`src/rtl/gen_stream_pkg.sv`:
```
// Shared types and constants for the generator drain stage.
// State encoding plus FIFO pointer sizing helper.
package gen_stream_pkg;

  typedef enum logic [2:0] {
    IDLE,
    LAUNCH,
    RUN,
    DRAIN,
    DONE
  } gen_drain_state_t;

  // One extra MSB distinguishes full from empty.
  function automatic int ptr_width(input int depth);
    return $clog2(depth) + 1;
  endfunction

endpackage

```
`src/rtl/gen_stream_drain_if.sv`:
```
// Handshake bundle between host, drain stage and generator.
// slave is the drain stage's view, master the environment's.
interface gen_stream_drain_if #(
  parameter int WIDTH = 32,
  parameter int CNT_W = 16
);

  logic                    _start;
  logic signed [WIDTH-1:0] arg0;
  logic signed [WIDTH-1:0] arg1;
  logic signed [WIDTH-1:0] arg2;

  logic                    gen_reset;
  logic                    gen_start;
  logic signed [WIDTH-1:0] gen_arg0;
  logic signed [WIDTH-1:0] gen_arg1;
  logic signed [WIDTH-1:0] gen_arg2;
  logic                    gen_ready;
  logic                    gen_valid;
  logic                    gen_done;
  logic signed [WIDTH-1:0] gen_out0;

  logic                    _ready;
  logic                    _valid;
  logic signed [WIDTH-1:0] _out0;
  logic                    _done;
  logic [CNT_W-1:0]        _count;

  modport slave (
    input  _start,
    input  arg0,
    input  arg1,
    input  arg2,
    output gen_reset,
    output gen_start,
    output gen_arg0,
    output gen_arg1,
    output gen_arg2,
    output gen_ready,
    input  gen_valid,
    input  gen_done,
    input  gen_out0,
    input  _ready,
    output _valid,
    output _out0,
    output _done,
    output _count
  );

  modport master (
    output _start,
    output arg0,
    output arg1,
    output arg2,
    input  gen_reset,
    input  gen_start,
    input  gen_arg0,
    input  gen_arg1,
    input  gen_arg2,
    input  gen_ready,
    output gen_valid,
    output gen_done,
    output gen_out0,
    output _ready,
    input  _valid,
    input  _out0,
    input  _done,
    input  _count
  );

endinterface

```
`src/rtl/gen_stream_fifo.sv`:
```
// Small synchronous FIFO, registered head, no fall-through.
// Wrapping pointers carry an extra MSB for full/empty.
module gen_stream_fifo
  import gen_stream_pkg::*;
#(
  parameter int WIDTH = 32,
  parameter int DEPTH = 4
) (
  input  logic             clk_i,
  input  logic             rst_ni,
  input  logic             flush_i,
  input  logic             push_i,
  input  logic             pop_i,
  input  logic [WIDTH-1:0] data_i,
  output logic             full_o,
  output logic             empty_o,
  output logic [WIDTH-1:0] head_o
);

  localparam int PW = ptr_width(DEPTH);
  localparam int AW = PW - 1;

  logic [PW-1:0]    wr_q;
  logic [PW-1:0]    wr_d;
  logic [PW-1:0]    rd_q;
  logic [PW-1:0]    rd_d;
  logic [WIDTH-1:0] mem_q [DEPTH];

  // Pointer advance; flush wins over push and pop.
  always_comb begin
    wr_d = wr_q;
    rd_d = rd_q;
    if (flush_i) begin
      wr_d = '0;
      rd_d = '0;
    end else begin
      if (push_i) wr_d = wr_q + PW'(1);
      if (pop_i)  rd_d = rd_q + PW'(1);
    end
  end

  // Pointer registers.
  always_ff @(posedge clk_i or negedge rst_ni) begin
    if (!rst_ni) begin
      wr_q <= '0;
      rd_q <= '0;
    end else begin
      wr_q <= wr_d;
      rd_q <= rd_d;
    end
  end

  // Storage write; flushed pushes are dropped.
  always_ff @(posedge clk_i or negedge rst_ni) begin
    if (!rst_ni) begin
      for (int i = 0; i < DEPTH; i++) begin
        mem_q[i] <= '0;
      end
    end else if (push_i && !flush_i) begin
      mem_q[wr_q[AW-1:0]] <= data_i;
    end
  end

  assign empty_o = (wr_q == rd_q);
  assign full_o  = (wr_q[AW-1:0] == rd_q[AW-1:0])
                && (wr_q[PW-1] != rd_q[PW-1]);
  assign head_o  = mem_q[rd_q[AW-1:0]];

endmodule

```
`src/rtl/gen_stream_drain.sv`:
```
// Drain stage: launches a generator, buffers its outputs,
// and signals end-of-stream once the buffer has emptied.
module gen_stream_drain
  import gen_stream_pkg::*;
#(
  parameter int WIDTH = 32,
  parameter int DEPTH = 4,
  parameter int CNT_W = 16
) (
  input  logic               _clock,
  input  logic               _reset,
  gen_stream_drain_if.slave  bus
);

  gen_drain_state_t state_q;
  gen_drain_state_t state_d;

  logic signed [WIDTH-1:0] arg0_q;
  logic signed [WIDTH-1:0] arg1_q;
  logic signed [WIDTH-1:0] arg2_q;
  logic [CNT_W-1:0]        count_q;
  logic [CNT_W-1:0]        count_d;
  logic                    gen_reset_q;

  logic             start;
  logic             gen_start;
  logic             gen_ready;
  logic             push;
  logic             pop;
  logic             full;
  logic             empty;
  logic [WIDTH-1:0] head;

  assign start = bus._start;
  assign push  = bus.gen_valid && gen_ready && !start;
  assign pop   = !empty && bus._ready && !start;

  // Next state and generator-side strobes.
  always_comb begin
    state_d   = state_q;
    gen_start = 1'b0;
    gen_ready = 1'b0;
    unique case (state_q)
      IDLE: ;
      LAUNCH: begin
        gen_start = 1'b1;
        state_d   = RUN;
      end
      RUN: begin
        gen_ready = !full;
        if (bus.gen_done) state_d = DRAIN;
      end
      DRAIN: begin
        if (empty) state_d = DONE;
      end
      DONE: ;
      default: state_d = IDLE;
    endcase
    if (start) state_d = LAUNCH;
  end

  // Delivered-value counter, saturating, cleared by start.
  always_comb begin
    count_d = count_q;
    if (start) begin
      count_d = '0;
    end else if (pop && (count_q != {CNT_W{1'b1}})) begin
      count_d = count_q + CNT_W'(1);
    end
  end

  // State, counter and generator reset registers.
  always_ff @(posedge _clock or negedge _reset) begin
    if (!_reset) begin
      state_q     <= IDLE;
      count_q     <= '0;
      gen_reset_q <= 1'b1;
    end else begin
      state_q     <= state_d;
      count_q     <= count_d;
      gen_reset_q <= 1'b0;
    end
  end

  // Argument latches, loaded on start.
  always_ff @(posedge _clock or negedge _reset) begin
    if (!_reset) begin
      arg0_q <= '0;
      arg1_q <= '0;
      arg2_q <= '0;
    end else if (start) begin
      arg0_q <= bus.arg0;
      arg1_q <= bus.arg1;
      arg2_q <= bus.arg2;
    end
  end

  gen_stream_fifo #(
    .WIDTH (WIDTH),
    .DEPTH (DEPTH)
  ) u_fifo (
    .clk_i   (_clock),
    .rst_ni  (_reset),
    .flush_i (start),
    .push_i  (push),
    .pop_i   (pop),
    .data_i  (bus.gen_out0),
    .full_o  (full),
    .empty_o (empty),
    .head_o  (head)
  );

  assign bus.gen_reset = gen_reset_q;
  assign bus.gen_start = gen_start;
  assign bus.gen_arg0  = arg0_q;
  assign bus.gen_arg1  = arg1_q;
  assign bus.gen_arg2  = arg2_q;
  assign bus.gen_ready = gen_ready;
  assign bus._valid    = !empty;
  assign bus._out0     = empty ? '0 : head;
  assign bus._done     = (state_q == DONE);
  assign bus._count    = count_q;

endmodule

```
`src/flat_wrapper.sv`:
```
// flat-port wrapper written by rule: the top's interface ports become plain ports
module gen_stream_drain_flat import gen_stream_pkg::*;
#(
  parameter int WIDTH = 32,
  parameter int DEPTH = 4,
  parameter int CNT_W = 16
)
  (_clock, _reset, bus__start, bus_arg0, bus_arg1, bus_arg2, bus_gen_reset, bus_gen_start, bus_gen_arg0, bus_gen_arg1, bus_gen_arg2, bus_gen_ready, bus_gen_valid, bus_gen_done, bus_gen_out0, bus__ready, bus__valid, bus__out0, bus__done, bus__count);
  gen_stream_drain_if #(.WIDTH(WIDTH), .CNT_W(CNT_W)) bus_i ();
  input  logic _clock;
  input  logic _reset;
  input wire logic [$bits(bus_i._start)-1:0] bus__start;
  input wire logic [$bits(bus_i.arg0)-1:0] bus_arg0;
  input wire logic [$bits(bus_i.arg1)-1:0] bus_arg1;
  input wire logic [$bits(bus_i.arg2)-1:0] bus_arg2;
  output wire logic [$bits(bus_i.gen_reset)-1:0] bus_gen_reset;
  output wire logic [$bits(bus_i.gen_start)-1:0] bus_gen_start;
  output wire logic [$bits(bus_i.gen_arg0)-1:0] bus_gen_arg0;
  output wire logic [$bits(bus_i.gen_arg1)-1:0] bus_gen_arg1;
  output wire logic [$bits(bus_i.gen_arg2)-1:0] bus_gen_arg2;
  output wire logic [$bits(bus_i.gen_ready)-1:0] bus_gen_ready;
  input wire logic [$bits(bus_i.gen_valid)-1:0] bus_gen_valid;
  input wire logic [$bits(bus_i.gen_done)-1:0] bus_gen_done;
  input wire logic [$bits(bus_i.gen_out0)-1:0] bus_gen_out0;
  input wire logic [$bits(bus_i._ready)-1:0] bus__ready;
  output wire logic [$bits(bus_i._valid)-1:0] bus__valid;
  output wire logic [$bits(bus_i._out0)-1:0] bus__out0;
  output wire logic [$bits(bus_i._done)-1:0] bus__done;
  output wire logic [$bits(bus_i._count)-1:0] bus__count;
  assign bus_i._start = bus__start;
  assign bus_i.arg0 = bus_arg0;
  assign bus_i.arg1 = bus_arg1;
  assign bus_i.arg2 = bus_arg2;
  assign bus_gen_reset = bus_i.gen_reset;
  assign bus_gen_start = bus_i.gen_start;
  assign bus_gen_arg0 = bus_i.gen_arg0;
  assign bus_gen_arg1 = bus_i.gen_arg1;
  assign bus_gen_arg2 = bus_i.gen_arg2;
  assign bus_gen_ready = bus_i.gen_ready;
  assign bus_i.gen_valid = bus_gen_valid;
  assign bus_i.gen_done = bus_gen_done;
  assign bus_i.gen_out0 = bus_gen_out0;
  assign bus_i._ready = bus__ready;
  assign bus__valid = bus_i._valid;
  assign bus__out0 = bus_i._out0;
  assign bus__done = bus_i._done;
  assign bus__count = bus_i._count;
  gen_stream_drain #(.WIDTH(WIDTH), .DEPTH(DEPTH), .CNT_W(CNT_W)) u_core (._clock(_clock), ._reset(_reset), .bus(bus_i));
endmodule
```
`config.mk`:
```
export PLATFORM = sky130hd
export DESIGN_NAME = gen_stream_drain_flat
export DESIGN_NICKNAME = d
export VERILOG_FILES = /design/src/rtl/gen_stream_pkg.sv /design/src/rtl/gen_stream_drain_if.sv /design/src/rtl/gen_stream_fifo.sv /design/src/rtl/gen_stream_drain.sv /design/src/flat_wrapper.sv
export SDC_FILE = /design/constraint.sdc
export NUM_CORES = 1
export LEC_CHECK = 0
export BUFFER_PORTS_ARGS = -buffer_cell sky130_fd_sc_hd__buf_2
export CAP_MARGIN = 20
export CORE_UTILIZATION = 48
export DETAILED_ROUTE_END_ITERATION = 10
export GPL_TIMING_DRIVEN = 0
export PLACE_DENSITY = 0.77
export SKIP_LAST_GASP = 1
export SYNTH_ARGS = -nofsm -noshare
export SYNTH_HDL_FRONTEND = slang
export SYNTH_SLANG_ARGS = --single-unit
```
`constraint.sdc`:
```
create_clock -name _clock -period 2.2 [get_ports _clock]
set_input_delay 0.44 -clock _clock [delete_from_list [all_inputs] [get_ports _clock]]
set_output_delay 0.44 -clock _clock [all_outputs]
set_load 0.01 [all_outputs]
```
==> metrics.txt <==
placed standard-cell area 13,200 um2; dominant synthesized flop cell sky130_fd_sc_hd__dfrtp_1; number of DRC violations after detailed-routing iteration 0 296; most frequently used cell type in the post-synthesis netlist sky130_fd_sc_hd__dfrtp_1; data required time at the worst endpoint 1760 ps; CP startpoint kind flop; Finished Core Util 65.5%; cell types with the highest counts after synthesis sky130_fd_sc_hd__dfrtp_1 (249), sky130_fd_sc_hd__mux2_4 (120), sky130_fd_sc_hd__mux2_2 (108); Seq/Total Area, Yosys 55.1%; TritonCTS buffer count 27; endpoint class of the critical path output pin; H-tree depth 1; number of sinks on the clock net 250; FFs w/ async S/R, synth 100%; number of nets produced by synthesis 854; Final Power 12.7 mW; GPL Wtd Cong 0.818; leading area contributor after synthesis sky130_fd_sc_hd__dfrtp_1; width of the die 156 um; worst-case setup margin in the final layout -435 ps; Layout area overhead 32.3%; run status finished with violations; area of the die 24,300 um2; number of buffers on the longest clock path 3; Port-buffer cells 281; final slew viol count 0; worst hold slack across all endpoints 138 ps; global-route congestion overflow total 0; Hold Crit Start bus_arg1[0]; Worst Skew 10.9 ps; net count of the finished layout 1,198; time the final worst path needs with I/O delays and setup 2640 ps; leakage 7.09 nW; DRT Pass-1 Iters 4; Hold Violations, Final 0; flop2flop setup slack -190 ps; area share of the largest cell type after synthesis 54.9%; routed wire length 28,300 um; clock network latency to the later pin of the worst-skew pair 530 ps; fraction of layout instances using a drive strength above 1 62.3%; estimated wirelength of the detail-placed design 18,900 um; clock root buffer sky130_fd_sc_hd__clkbuf_16; clock-pin transition on the worst setup and hold timing paths 60 ps; height of the die 156 um; Starting Density 49.5%; dpl cells 1,310; pwr/cell area 843 nW/um2; I/O pin cnt 283; Floorplan Core Area 22,900 um2; post-route ant nets 0; share of the clock period used by the worst path after layout 120%; normalized max-slew margin 51.7%; Post-Syn Area per Cell 15.9 um2; post-route cell area 15,000 um2; number of distinct library cells after synthesis 48; count of final setup violators 165; cell count after synthesis 714; worst flop-to-flop path startpoint u_core.u_fifo.rd_q[0]$_DFFE_PN0P_; class of the tightest hold or removal check input pin to flop; global-route wire length before repair 43,300 um; Routed WL per cell 20.3 um; antenna violations before repair 3; count of warnings emitted by yosys 0; mean number of vias per cell 5.22; via count of the first global-routing pass 7,896; Post-synth EDFFs 0; DRC violation count after routing 0; largest net degree at the start of global routing 89; total via count after detailed routing 7,280; critical path arrival 2200 ps; count of standard-cell rows 55; global-route usage over all layers 22.9%; setup repair after global routing missed its margin true; MaxCap Viol Count 0; final std cells w/o fill 1,394; maximum net fanout on the critical path 8; launching element of the worst setup path u_core.u_fifo.rd_q[2]$_DFFE_PN0P_; clock tree from TritonCTS done; dominant cells by area after synthesis sky130_fd_sc_hd__dfrtp_1 (55%), sky130_fd_sc_hd__mux2_4 (16%), sky130_fd_sc_hd__mux2_2 (11%); highest achievable clock rate 379 MHz; VDD IR max 0.644 mV; failing checks negative setup slack; path type of the worst setup path flop to output pin; netlist area before placement 11,300 um2; slew at the pin with the worst max-slew slack 725 ps; number of synthesized register bits 250
-- what timing repair did --
item,in CTS,in global routing
hold buffers,1,0
pin swaps,1,3
hold endpoints to repair,87,0
setup endpoints to repair,34,117
buffers inserted,13,8
gates cloned,2,11
gates resized for setup,39,42
-- per-layer routing --
| metal | GRT usage [%] | wire, um |
|---|---|---|
| met5 | 0 | 0 |
| met4 | 5.84 | 646 |
| met3 | 5.08 | 1530 |
| met2 | 39.5 | 14200 |
| met1 | 29.3 | 11900 |
-- final cells by class --
type	instances	area [um2]
flip-flops and latches	250	6260
multi-input cells	416	4880
clock inverters	15	234
clock buffers	34	752
fillers	1643	7900
plain buffers	41	453
inverters	4	15.0
well taps	313	392
diodes	3	7.51
repair buffers	318	2030
-- path summary, 6_finish.rpt --
check,cells after the start,endpoint
worst min-delay path,2,u_core.bus.gen_arg1[0]$_DFFE_PN0P_
worst max-delay path,5,bus__out0[12]
max in group asynchronous,4,u_core.u_fifo.mem_q[120]$_DFFE_PN0P_
min in group asynchronous,2,u_core.bus.gen_arg0[6]$_DFFE_PN0P_
worst max register to register,9,u_core.u_fifo.rd_q[1]$_DFFE_PN0P_
worst min register to register,1,u_core.bus.gen_arg2[19]$_DFFE_PN0P_
-- report_power, final --
group	internal [mW]	switching, mW	total, mW
Clock	3.12	1.87	4.99
Sequential	5.09	0.287	5.38
Combinational	1.41	0.878	2.28
-- state kept, by name, indices dropped and copies added (netlist names) --
register	cells
u_core.state_q	3
u_core.bus.gen_arg2	32
u_core.u_fifo.mem_q	128
u_core.bus.gen_arg1	32
u_core.bus._count	16
u_core.bus.gen_arg0	32
u_core.bus.gen_reset	1
u_core.u_fifo.wr_q	3
u_core.u_fifo.rd_q	3
-- per-stage QoR --
| stage | TNS, ps | setup slack [ps] |
|---|---|---|
| CTS | -13910 | -487 |
| global route | -31130 | -520 |
| global placement | -969850 | -3840 |
| detailed placement | -18790 | -502 |
| finish | -19860 | -435 |
| floorplan | 0 | 192 |
-- cells by family (layout without fill, tap and decap cells) --
group / count (synthesis) / after routing / share of synthesized area [%]
AOI/OAI and AO/OA: 38 / 38 / 2.27
buffers and inverters: 48 / 412 / 2.62
xor gates and xnor gates: 6 / 6 / 0.595
DFF: 250 / 250 / 55.1
muxes: 263 / 263 / 33.2
and+or+nand+nor: 102 / 102 / 5.47
other: 1 / 4 / 0.0330
adders and majority gates: 6 / 6 / 0.662
-- cell usage in the layout, fill, tap and decap left out, types with 6 or more instances in the layout --
master / instances
sky130_fd_sc_hd__nand2_1: 7
sky130_fd_sc_hd__bufinv_16: 6
sky130_fd_sc_hd__nor2_1: 11
sky130_fd_sc_hd__clkinv_2: 6
sky130_fd_sc_hd__clkbuf_16: 38
sky130_fd_sc_hd__and2b_1: 9
sky130_fd_sc_hd__mux4_2: 32
sky130_fd_sc_hd__or4_1: 9
sky130_fd_sc_hd__mux2_2: 108
sky130_fd_sc_hd__buf_6: 13
sky130_fd_sc_hd__nor2b_1: 26
sky130_fd_sc_hd__ha_1: 6
sky130_fd_sc_hd__clkbuf_1: 13
sky130_fd_sc_hd__buf_4: 16
sky130_fd_sc_hd__a21oi_1: 14
sky130_fd_sc_hd__dfrtp_1: 247
sky130_fd_sc_hd__o31ai_1: 9
sky130_fd_sc_hd__mux2_4: 120
sky130_fd_sc_hd__buf_12: 16
sky130_fd_sc_hd__clkbuf_8: 8
sky130_fd_sc_hd__buf_2: 277
-- critical path, stage by stage, from the launching register on --
cell,delay [ps]
sky130_fd_sc_hd__dfrtp_2,440
sky130_fd_sc_hd__xor2_2,220
sky130_fd_sc_hd__nor3_4,420
sky130_fd_sc_hd__clkbuf_8,260
sky130_fd_sc_hd__and2b_1,190
sky130_fd_sc_hd__buf_2,130
No activity file was read; power rests on OpenSTA's default activity.
